<file path="src/rtl/tone_synth.sv">
`default_nettype none
// ============================================================================
// Module   : tone_synth
// Brief    : Square-wave buzzer driver. Pitch changes only on half-period
//            boundaries, with a silent articulation gap between notes.
// Revision : 1.0
// ============================================================================
module tone_synth #(
    parameter int CLK_FREQ   = 100_000_000,
    parameter int GAP_CYCLES = 1_000_000,
    parameter int CNT_W      = 20
) (
    input  logic             clk,
    input  logic             reset,
    input  logic [3:0]       note_in,
    input  logic [1:0]       octave_in,
    input  logic             mute,
    output logic             speaker,
    output logic             playing,
    output logic [3:0]       cur_note,
    output logic [1:0]       cur_octave
);

    typedef enum logic [1:0] {
        S_SILENT = 2'd0,
        S_PLAY   = 2'd1,
        S_GAP    = 2'd2
    } state_t;

    // Middle-octave half periods, CLK_FREQ/(2f) rounded to nearest.
    localparam logic [CNT_W-1:0] c_H_DO = CNT_W'((CLK_FREQ + 262) / 524);
    localparam logic [CNT_W-1:0] c_H_RE = CNT_W'((CLK_FREQ + 294) / 588);
    localparam logic [CNT_W-1:0] c_H_MI = CNT_W'((CLK_FREQ + 330) / 660);
    localparam logic [CNT_W-1:0] c_H_FA = CNT_W'((CLK_FREQ + 349) / 698);
    localparam logic [CNT_W-1:0] c_H_SO = CNT_W'((CLK_FREQ + 392) / 784);
    localparam logic [CNT_W-1:0] c_H_LA = CNT_W'((CLK_FREQ + 440) / 880);
    localparam logic [CNT_W-1:0] c_H_SI = CNT_W'((CLK_FREQ + 494) / 988);
    localparam logic [CNT_W-1:0] c_GAP_LAST = CNT_W'(GAP_CYCLES - 1);

    logic [3:0]       r_note_q;
    logic [1:0]       r_oct_q;
    logic             r_mute_q;

    state_t           r_state,   w_state;
    logic [CNT_W-1:0] r_cnt,     w_cnt;
    logic [CNT_W-1:0] r_gap,     w_gap;
    logic [CNT_W-1:0] r_half,    w_half;
    logic             r_speaker, w_speaker;
    logic             r_playing, w_playing;
    logic [3:0]       r_cur_note, w_cur_note;
    logic [1:0]       r_cur_oct,  w_cur_oct;

    logic [CNT_W-1:0] w_base;
    logic [CNT_W-1:0] w_target_half;
    logic             w_valid;
    logic             w_same;
    logic             w_boundary;

    always_ff @(posedge clk or negedge reset) begin
        if (!reset) begin
            r_note_q <= 4'd0;
            r_oct_q  <= 2'd0;
            r_mute_q <= 1'b0;
        end else begin
            r_note_q <= note_in;
            r_oct_q  <= octave_in;
            r_mute_q <= mute;
        end
    end

    always_comb begin
        w_base = '0;
        case (r_note_q)
            4'd1:    w_base = c_H_DO;
            4'd2:    w_base = c_H_RE;
            4'd3:    w_base = c_H_MI;
            4'd4:    w_base = c_H_FA;
            4'd5:    w_base = c_H_SO;
            4'd6:    w_base = c_H_LA;
            4'd7:    w_base = c_H_SI;
            default: w_base = '0;
        endcase
        case (r_oct_q)
            2'd0:    w_target_half = w_base << 1;
            2'd1:    w_target_half = w_base;
            2'd2:    w_target_half = w_base >> 1;
            default: w_target_half = w_base >> 2;
        endcase
    end

    assign w_valid    = (r_note_q != 4'd0) && (r_note_q <= 4'd7) && !r_mute_q;
    assign w_same     = (r_note_q == r_cur_note) && (r_oct_q == r_cur_oct);
    assign w_boundary = (r_cnt == r_half - 1'b1);

    always_comb begin
        w_state    = r_state;
        w_cnt      = r_cnt;
        w_gap      = r_gap;
        w_half     = r_half;
        w_speaker  = r_speaker;
        w_cur_note = r_cur_note;
        w_cur_oct  = r_cur_oct;

        case (r_state)
            S_SILENT: begin
                w_speaker  = 1'b0;
                w_cur_note = 4'd0;
                w_cur_oct  = 2'd0;
                if (w_valid) begin
                    w_state    = S_PLAY;
                    w_half     = w_target_half;
                    w_cnt      = '0;
                    w_speaker  = 1'b1;
                    w_cur_note = r_note_q;
                    w_cur_oct  = r_oct_q;
                end
            end

            S_PLAY: begin
                if (r_mute_q) begin
                    w_state    = S_SILENT;
                    w_speaker  = 1'b0;
                    w_cur_note = 4'd0;
                    w_cur_oct  = 2'd0;
                end else if (w_boundary) begin
                    w_cnt = '0;
                    if (!w_valid) begin
                        w_state    = S_SILENT;
                        w_speaker  = 1'b0;
                        w_cur_note = 4'd0;
                        w_cur_oct  = 2'd0;
                    end else if (!w_same) begin
                        w_state    = S_GAP;
                        w_speaker  = 1'b0;
                        w_gap      = '0;
                        w_cur_note = 4'd0;
                        w_cur_oct  = 2'd0;
                    end else begin
                        w_speaker = ~r_speaker;
                    end
                end else begin
                    w_cnt = r_cnt + 1'b1;
                end
            end

            S_GAP: begin
                w_speaker = 1'b0;
                if (r_mute_q) begin
                    w_state = S_SILENT;
                end else if (r_gap == c_GAP_LAST) begin
                    // Gap end behaves like a fresh note-on from SILENT.
                    if (w_valid) begin
                        w_state    = S_PLAY;
                        w_half     = w_target_half;
                        w_cnt      = '0;
                        w_speaker  = 1'b1;
                        w_cur_note = r_note_q;
                        w_cur_oct  = r_oct_q;
                    end else begin
                        w_state = S_SILENT;
                    end
                end else begin
                    w_gap = r_gap + 1'b1;
                end
            end

            default: begin
                w_state    = S_SILENT;
                w_speaker  = 1'b0;
                w_cur_note = 4'd0;
                w_cur_oct  = 2'd0;
            end
        endcase

        w_playing = (w_state == S_PLAY);
    end

    always_ff @(posedge clk or negedge reset) begin
        if (!reset) begin
            r_state    <= S_SILENT;
            r_cnt      <= '0;
            r_gap      <= '0;
            r_half     <= '0;
            r_speaker  <= 1'b0;
            r_playing  <= 1'b0;
            r_cur_note <= 4'd0;
            r_cur_oct  <= 2'd0;
        end else begin
            r_state    <= w_state;
            r_cnt      <= w_cnt;
            r_gap      <= w_gap;
            r_half     <= w_half;
            r_speaker  <= w_speaker;
            r_playing  <= w_playing;
            r_cur_note <= w_cur_note;
            r_cur_oct  <= w_cur_oct;
        end
    end

    assign speaker    = r_speaker;
    assign playing    = r_playing;
    assign cur_note   = r_cur_note;
    assign cur_octave = r_cur_oct;

endmodule
`default_nettype wire

</file>
<file path="config.mk">
export PLATFORM = sky130hd
export DESIGN_NAME = tone_synth
export DESIGN_NICKNAME = d
export VERILOG_FILES = /design/src/rtl/tone_synth.sv
export SDC_FILE = /design/constraint.sdc
export NUM_CORES = 1
export LEC_CHECK = 0
export CAP_MARGIN = 10
export CORE_UTILIZATION = 59
export CTS_BUF_LIST = sky130_fd_sc_hd__clkbuf_16
export CTS_CLUSTER_SIZE = 8
export DETAILED_ROUTE_END_ITERATION = 6
export GPL_ROUTABILITY_DRIVEN = 0
export PLACE_DENSITY_LB_ADDON = 0.1
export SYNTH_ARGS = -nofsm -noshare
export SYNTH_HDL_FRONTEND = slang
export SYNTH_SLANG_ARGS = --single-unit
</file>
<file path="constraint.sdc">
create_clock -name clk -period 4.45 [get_ports clk]
set_input_delay 0.6675 -clock clk [delete_from_list [all_inputs] [get_ports clk]]
set_output_delay 0.6675 -clock clk [all_outputs]
set_load 0.02 [all_outputs]
</file>
==> results of run 1 <==
[routing by layer]
metal  up-vias  wire length (um)  global-route usage, %
li1       2243                 -                      -
met1      2195              5840                   43.9
met2       150              5610                   43.2
met3        18               640                   3.67
met4         0               326                   12.1
met5         -                 0                      0
[worst max-delay path: stages, from the launching register on]
cell and delay, ps:
dfrtp_1 440, inv_1 80, ha_1 240, or4b_2 600, or4_4 450, nor4b_1 320, o31ai_1 130, a2111oi_1 380
nand4b_1 150, buf_4 190, nand2_1 340, mux2_2 380
[state kept, by name, indices dropped and copies added (netlist names)]
name and flops:
cur_note 4, cur_octave 2, playing 1, r_cnt 20
r_gap 20, r_half 19, r_mute_q 1, r_note_q 4
r_oct_q 2, r_state 2, speaker 1
[cell families (layout without fill, tap and decap cells)]
| kind of cell | after synthesis | after routing | share of synthesized area, % |
|---|---|---|---|
| AO/OA/AOI/OAI | 150 | 150 | 19.5 |
| AND/OR/NAND/NOR | 272 | 272 | 27.0 |
| multiplexers | 9 | 9 | 1.86 |
| buffers and inverters | 67 | 58 | 5.51 |
| adder cells (fa/ha/maj) | 3 | 3 | 0.734 |
| XOR/XNOR | 48 | 48 | 8.22 |
| flip-flops | 76 | 76 | 37.2 |
[per-stage QoR]
step / worst slack [ps] / cells / hold WS (ps) / power [mW] / area, um2
3_3_place_gp: 832 / 705 / 494 / 1.25 / 5240
4_1_cts: 693 / 721 / 506 / 2.00 / 5540
6_report: 627 / 721 / 462 / 2.00 / 5540
5_1_grt: 463 / 721 / 551 / 2.09 / 5540
3_5_place_dp: 689 / 705 / 493 / 1.27 / 5240
2_1_floorplan: 1180 / 625 / 372 / 1.15 / 5110
[cell type report]
cell class / instances / area [um2] / share of cell area, %
Timing Repair Buffer: 23 / 210 / 3.79
Clock buffer: 9 / 225 / 4.06
Inverter: 19 / 71.3 / 1.29
Sequential cell: 76 / 1900 / 34.3
Tap cell: 105 / 131 / 2.37
Multi-Input combinational cell: 482 / 2930 / 52.8
Clock inverter: 7 / 75.1 / 1.35
[power by group through the flow]
stage | Combinational [mW] | Clock, mW | Sequential (mW)
2_1_floorplan | 0.360 | 0 | 0.791
3_3_place_gp | 0.420 | 0 | 0.831
3_5_place_dp | 0.430 | 0 | 0.835
4_1_cts | 0.432 | 0.747 | 0.822
5_1_grt | 0.487 | 0.774 | 0.832
6_report | 0.436 | 0.736 | 0.825
[worst paths after layout]
path | to | slack, ps | depth (start not counted)
max | speaker | 630 | 11
min | playing | 460 | 1
max reg2reg | speaker | 630 | 11
min in group clk | r_half[13] | 500 | 2
min reg2reg | r_half[13] | 500 | 2
max in group asynchronous | r_note_q[0] | 3350 | 1
[synth_stat cells (5+ instances only)]
library cell  count
o22ai_1           5
nand4b_1          5
clkbuf_1         39
nor4_1            8
o311ai_0          5
nand2b_1          5
xor2_1           16
nand3_1          34
or3_1            11
nor2b_1           7
or4_1             8
a31oi_1          17
nor3_1           15
dfrtp_1          76
nand4_1          15
a21oi_1          19
nor2_1           63
o21ai_0          43
and3_1           14
a21o_1            7
xnor2_1          32
inv_1            18
o31ai_1          14
o211ai_1          6
mux2i_1           5
nand2_1          67
==> impl_metrics.ini, run 1 <==
[status]
status = complete, no violations

[clock_tree]
clock_sinks = 76
post-cts-setup-buffer-count = 0
clk_latency_ps = 340
cts_made_buffers = 9
hold_buffers = 0
cts-root-buf = clkbuf_16
cts_resized = 0
cts_max_level = 3
path_clk_slew_ps = 70
cts_tree = done
clock_path_buffers = 2

[synth]
synth-seq-cells = 76
synth.avg_cell_area_um2 = 8.18
syn_inst = 625
synth_edf_count = 0
synth_top_area_share_pct = 37.2
netlist_top_cells_area = dfrtp_1, xnor2_1, nand2_1, nor2_1, o21ai_0
async_flop_share_pct = 100
syn_area_um2 = 5110
synth_top_area_cell = dfrtp_1
syn_nets = 637
synth_ff_type = dfrtp_1
ys_types = 66
seq_area_frac_synth_pct = 37.2
synth_warnings = 0

[power_and_ir_drop]
power.net_switching_uw = 638
irDropWorstVdd_uv = 215
pwr-share-comb_pct = 21.8
p_per_area_nw_per_um2 = 360
power_leakage_nw = 2.28
swShare_pct = 31.9
p_int_mw = 1.36
clockPowerShare_pct = 36.9
power_frac_seq_pct = 41.3

[timing]
tightest_slew_ps = 1050
maxSlewViolCount = 0
maxSlewHeadroom_pct = 29.7
finalHoldViolCount = 0
setup_viol = 0
rsz0062_at_grt = false
finalCritPeriodShare_pct = 85.9
layout_min_cycle_time_ps = 3820
skew_ps = 9.71
fmax_ghz = 0.262
setup_tns_ps = 0

[route]
num_vias = 4606
ant_nets = 0
wl_um = 12400
drc = 0
wl_per_cell_um = 17.2
drtIter0Drc = 329
drtPass1Iterations = 6
via_per_inst = 6.39

[floorplanning]
dieArea_um2 = 9040
die_w_um = 95.1
initial_core_util_pct = 61.6
dieHeight_um = 95.1
num_rows = 33
core-area_um2 = 8300
io_pins = 17

[global_route]
grt_pass1_vias = 4162
grt_usage_pct = 29.5
antenna_found_initial = 0
grt_pass1_wl_um = 20600
grt_max_degree = 77
grt_overflow = 0

[critical_path]
worstPathMaxFanout = 13
required_ps = 4680
worstPathArrival_ps = 4050
worstSetupStartpointType = register
crit_type = register to register
r2r-start = r_half[0]
crit_path_start = r_half[0]
cp-end-kind = register

[finish]
layout_commonest_cell = dfrtp_1
utilization_pct = 66.8
fillers = 678
nets = 623
layout-drive-gt1-share_pct = 6.01
area_delta_synth_final_pct = 8.44
antenna_cells = 0
layout_common_cells = dfrtp_1, nand2_1, nor2_1

[hold_path]
hp-class = primary input to asynchronous set/reset pin

[run]
maxCapViolCount = 0

[placed_design]
io_buffer_count = 16
dp_hpwl_um = 8260
Power figures use the tool's default switching activity.
==> run 2: changes to the inputs <==
Settings changed: CORE_UTILIZATION 59 to 56, CTS_CLUSTER_SIZE 8 to 14.
Clock period 4.45 ns to 3.4 ns, I/O delays scaled along.
==> run 2 against run 1 <==
  * Sequential power up 26%
  * Clock skew about the same
  * Worst setup slack worse by 590 ps
  * Die area up 5.2%
  * Non-clock buffer count up 23
  * Register-to-register slack worse by 590 ps
  * Critical path depth up 1
  * First-iteration DRC count down 17%
  * Total power up 34%
  * Critical endpoint is now cur_octave[0]
  * Critical path type unchanged
==> impl_metrics.ini, run 2 (synthesized netlist as in run 1, its figures left out) <==
[status]
status = complete, no violations

[route]
drc = 0
drtPass1Iterations = 4
wl_per_cell_um = 17.2
num_vias = 4763
drtIter0Drc = 273
via_per_inst = 6.38
ant_nets = 0
wl_um = 12900

[clock_tree]
cts_made_buffers = 9
cts_tree = done
clk_latency_ps = 340
path_clk_slew_ps = 60
hold_buffers = 0
cts_max_level = 3
cts-root-buf = clkbuf_16
clock_path_buffers = 2
clock_sinks = 76

[critical_path]
crit_type = register to register
worstSetupStartpointType = register
cpMaxStageDelayCell = or4_4
path_cells = inv_1, ha_2, or4b_4, or4_4, nor4b_4, o31ai_1, a2111oi_1, nand4b_1, buf_4, buf_6, a21o_4, a21o_1
worstPathMaxFanout = 6
critical_path_buf_inv_count = 3
cpPeakStageDelay_ps = 530
required_ps = 3630
critical-path-top-delay-family = simple AND/OR/NAND/NOR gates
cp-end-kind = register
worstPathArrival_ps = 3590

[timing]
maxSlewHeadroom_pct = 32.1
finalCritPeriodShare_pct = 98.8
layout_min_cycle_time_ps = 3360
tightest_slew_ps = 1020
setup_viol = 0
fmax_ghz = 0.298
skew_ps = 9.80
finalHoldViolCount = 0
rsz0062_at_grt = true
maxSlewViolCount = 0

[finish]
antenna_cells = 0
fillers = 759
layout_common_cells = dfrtp_1, nand2_1, nor2_1
layout-drive-gt1-share_pct = 10.5
layout_commonest_cell = dfrtp_1
utilization_pct = 65.9
area_delta_synth_final_pct = 13.0
nets = 646
reg.largest.list = r_cnt: 20 flops, r_gap: 20 flops, r_half: 19 flops

[global_route]
grt_pass1_vias = 4540
grt_pass1_wl_um = 21900
grt_usage_pct = 28.6
antenna_found_initial = 0
grt_overflow = 0
grt_max_degree = 77

[floorplanning]
num_rows = 34
initial_core_util_pct = 58.3
dieHeight_um = 97.5
dieArea_um2 = 9520
die_w_um = 97.5
core-area_um2 = 8760
io_pins = 17

[power_and_ir_drop]
p_int_mw = 1.78
p_per_area_nw_per_um2 = 462
power_leakage_nw = 2.39
irDropWorstVdd_uv = 237
clockPowerShare_pct = 33.9
power.net_switching_uw = 889
swShare_pct = 33.3
pwr-share-comb_pct = 27.3
power.total_mw = 2.67
power_frac_seq_pct = 38.8

[hold_path]
hp-class = primary input to asynchronous set/reset pin

[placed_design]
dp_hpwl_um = 8860
io_buffer_count = 16

[run]
maxCapViolCount = 0
-- run 2: worst register-to-register path, delay by kind of cell, from the launching register on --
kind	cells	cell delay, ps
DFF	1	380
buffers and inverters	3	390
adders and majority gates	1	160
AOI/OAI and AO/OA	4	880
and+or+nand+nor	4	1430
-- run 2: per-layer routing --
layer | routed length [um] | vias up | track usage (%)
met4 | 270 | 0 | 10.9
met3 | 702 | 32 | 5.25
met2 | 6080 | 154 | 44.9
met1 | 5830 | 2294 | 39.3
met5 | 0 | - | 0
li1 | - | 2283 | -
-- run 2: cell type report --
class	count	area, um2	area share (%)
Clock buffer	9	225	3.90
Multi-Input combinational cell	482	3000	51.9
Tap cell	108	135	2.34
Inverter	19	71.3	1.23
Sequential cell	76	1900	32.9
Clock inverter	7	51.3	0.888
Timing Repair Buffer	46	394	6.82
-- run 2: repair_timing --
item	in CTS	in global routing
setup buffers	0	2
gates resized for setup	0	13
endpoints found under the setup margin	0	49
-- run 2: power by group through the flow --
stage                     combinational (mW)  sequential, mW  clock [mW]
final                                  0.730            1.04       0.906
after global routing                   0.801            1.04       0.953
after CTS                              0.702            1.03       0.917
after detailed placement               0.697            1.05           0
after global placement                 0.678            1.05           0
after floorplan                        0.471            1.04           0
-- run 2: final timing paths --
path	from	endpoint	slack [ps]	cells past startpoint
max	r_half[0]	cur_octave[0]	40	12
min	reset	r_cnt[2]	300	1
max reg2reg	r_half[0]	cur_octave[0]	40	12
min reg2reg	r_half[13]	r_half[13]	520	2
max in group asynchronous	reset	cur_note[1]	2470	1
min in group clk	r_half[13]	r_half[13]	520	2
-- run 2: stage by stage --
step | std cells | hold slack, ps | setup TNS (ps) | instance area [um2] | setup WS [ps]
2_1_floorplan | 625 | 214 | 0 | 5110 | 131
3_3_place_gp | 729 | 501 | 0 | 5410 | 77.9
3_5_place_dp | 729 | 511 | 0 | 5410 | 27.2
4_1_cts | 745 | 366 | 0 | 5680 | 9.48
5_1_grt | 747 | 422 | -4330 | 5780 | -148
6_report | 747 | 302 | 0 | 5780 | 40.2
==> run 3: changes to the inputs <==
Settings changed: TNS_END_PERCENT from default to 50.
==> run 3 against run 2 <==
  * Fmax about the same
  * Sequential share of layout area unchanged
  * Worst setup slack better by 1.6 ps
  * Critical path depth unchanged
  * Total power about the same
  * Sequential cell count unchanged
  * Critical path type unchanged
==> impl_metrics.ini, run 3 (synthesized netlist as in run 1, its figures left out) <==
[status]
status = complete, no violations

[timing]
fmax_ghz = 0.298
rsz0062_at_grt = true
finalHoldViolCount = 0
finalCritPeriodShare_pct = 98.8
tightest_slew_ps = 1000
maxSlewViolCount = 0
layout_min_cycle_time_ps = 3360
setup_viol = 0
skew_ps = 9.81
finalWorstSetupSlack_ps = 41.8
maxSlewHeadroom_pct = 33.3

[route]
ant_nets = 0
wl_per_cell_um = 17.3
drtPass1Iterations = 5
num_vias = 4765
drc = 0
drtIter0Drc = 266
via_per_inst = 6.38
wl_um = 12900

[global_route]
grt_pass1_wl_um = 21900
grt_usage_pct = 28.6
grt_pass1_vias = 4540
grt_overflow = 0
grt_max_degree = 77
antenna_found_initial = 0

[finish]
utilization_pct = 65.9
reg.largest.list = r_cnt: 20 flops, r_gap: 20 flops, r_half: 19 flops
layout_commonest_cell = dfrtp_1
finalNonFillerCells = 747
area_delta_synth_final_pct = 13.0
layout_common_cells = dfrtp_1, nand2_1, nor2_1
nets = 646
fillers = 759
final_area_um2 = 5780
layout-drive-gt1-share_pct = 10.5
antenna_cells = 0

[placed_design]
dpl.cell_count = 729
dp_hpwl_um = 8860
dpl_cell_area_um2 = 5410
pre_cts_ws_ps = 27.2
io_buffer_count = 16

[critical_path]
crit_path_start = r_half[0]
cp-end-kind = register
worstPathMaxFanout = 6
r2r-start = r_half[0]
required_ps = 3630
worstSetupStartpointType = register
crit_type = register to register
r2r_slack_ps = 40
worstPathArrival_ps = 3590

[floorplanning]
die_w_um = 97.5
initial_core_util_pct = 58.3
dieHeight_um = 97.5
io_pins = 17
core-area_um2 = 8760
num_rows = 34
dieArea_um2 = 9520

[clock_tree]
path_clk_slew_ps = 60
cts_max_level = 3
hold_buffers = 0
cts_tree = done
cts-root-buf = clkbuf_16
cts_made_buffers = 9
clk_latency_ps = 340
clock_sinks = 76
clock_path_buffers = 2

[power_and_ir_drop]
p_per_area_nw_per_um2 = 462
power_leakage_nw = 2.39
irDropWorstVdd_uv = 237

[run]
maxCapViolCount = 0

[hold_path]
hp-class = primary input to asynchronous set/reset pin
-- run 3: cell counts in the layout (fill, tap and decap cells not counted) --
Identical to the previous run, type by type.
-- run 3: cell type report --
cell class / instances / area [um2] / area share [%]
multi-input cells: 482 / 3000 / 51.9
flip-flops and latches: 76 / 1900 / 32.9
repair buffers: 46 / 394 / 6.82
clock buffers: 9 / 225 / 3.90
well taps: 108 / 135 / 2.34
inverters: 19 / 71.3 / 1.23
clock inverters: 7 / 51.3 / 0.888
-- run 3: per-layer routing --
| metal | share of wire (%) | global-route usage (%) |
|---|---|---|
| met1 | 45 | 39.3 |
| met2 | 47 | 44.9 |
| met3 | 6.0 | 5.25 |
| met4 | 2.0 | 10.9 |
| met5 | 0 | 0 |
-- run 3: path summary, 6_finish.rpt --
path,cells past startpoint,end
worst min register to register,2,r_half[13]
worst max register to register,12,cur_octave[0]
min in group clk,2,r_half[13]
max in group asynchronous,1,cur_octave[0]
worst min-delay path,1,r_cnt[2]
worst max-delay path,12,cur_octave[0]
-- run 3: timing repair --
| action | CTS | global route |
|---|---|---|
| gates resized for setup | 0 | 13 |
| setup buffers | 0 | 2 |
| endpoints found under the setup margin | 0 | 49 |
-- run 3: stage by stage --
stage | hold WS, ps | setup TNS (ps) | power [mW]
global route | 422 | -4330 | 2.80
finish | 310 | 0 | 2.67
CTS | 366 | 0 | 2.65
global placement | 501 | 0 | 1.72
floorplan | 214 | 0 | 1.51
detailed placement | 511 | 0 | 1.75
-- run 3: critical path, stage by stage (launching register included) --
cell,delay [ps]
dfrtp_1,380
inv_1,60
ha_2,160
or4b_4,450
or4_4,530
nor4b_4,280
o31ai_1,100
a2111oi_1,390
nand4b_1,170
buf_4,190
buf_6,130
a21o_4,220
a21o_1,170
-- run 3: where the power goes --
| part | switching, mW | total [mW] | internal, mW |
|---|---|---|---|
| sequential | 0.0727 | 1.04 | 0.964 |
| combinational | 0.408 | 0.730 | 0.322 |
| clock | 0.409 | 0.906 | 0.497 |
| total | 0.890 | 2.67 | 1.78 |
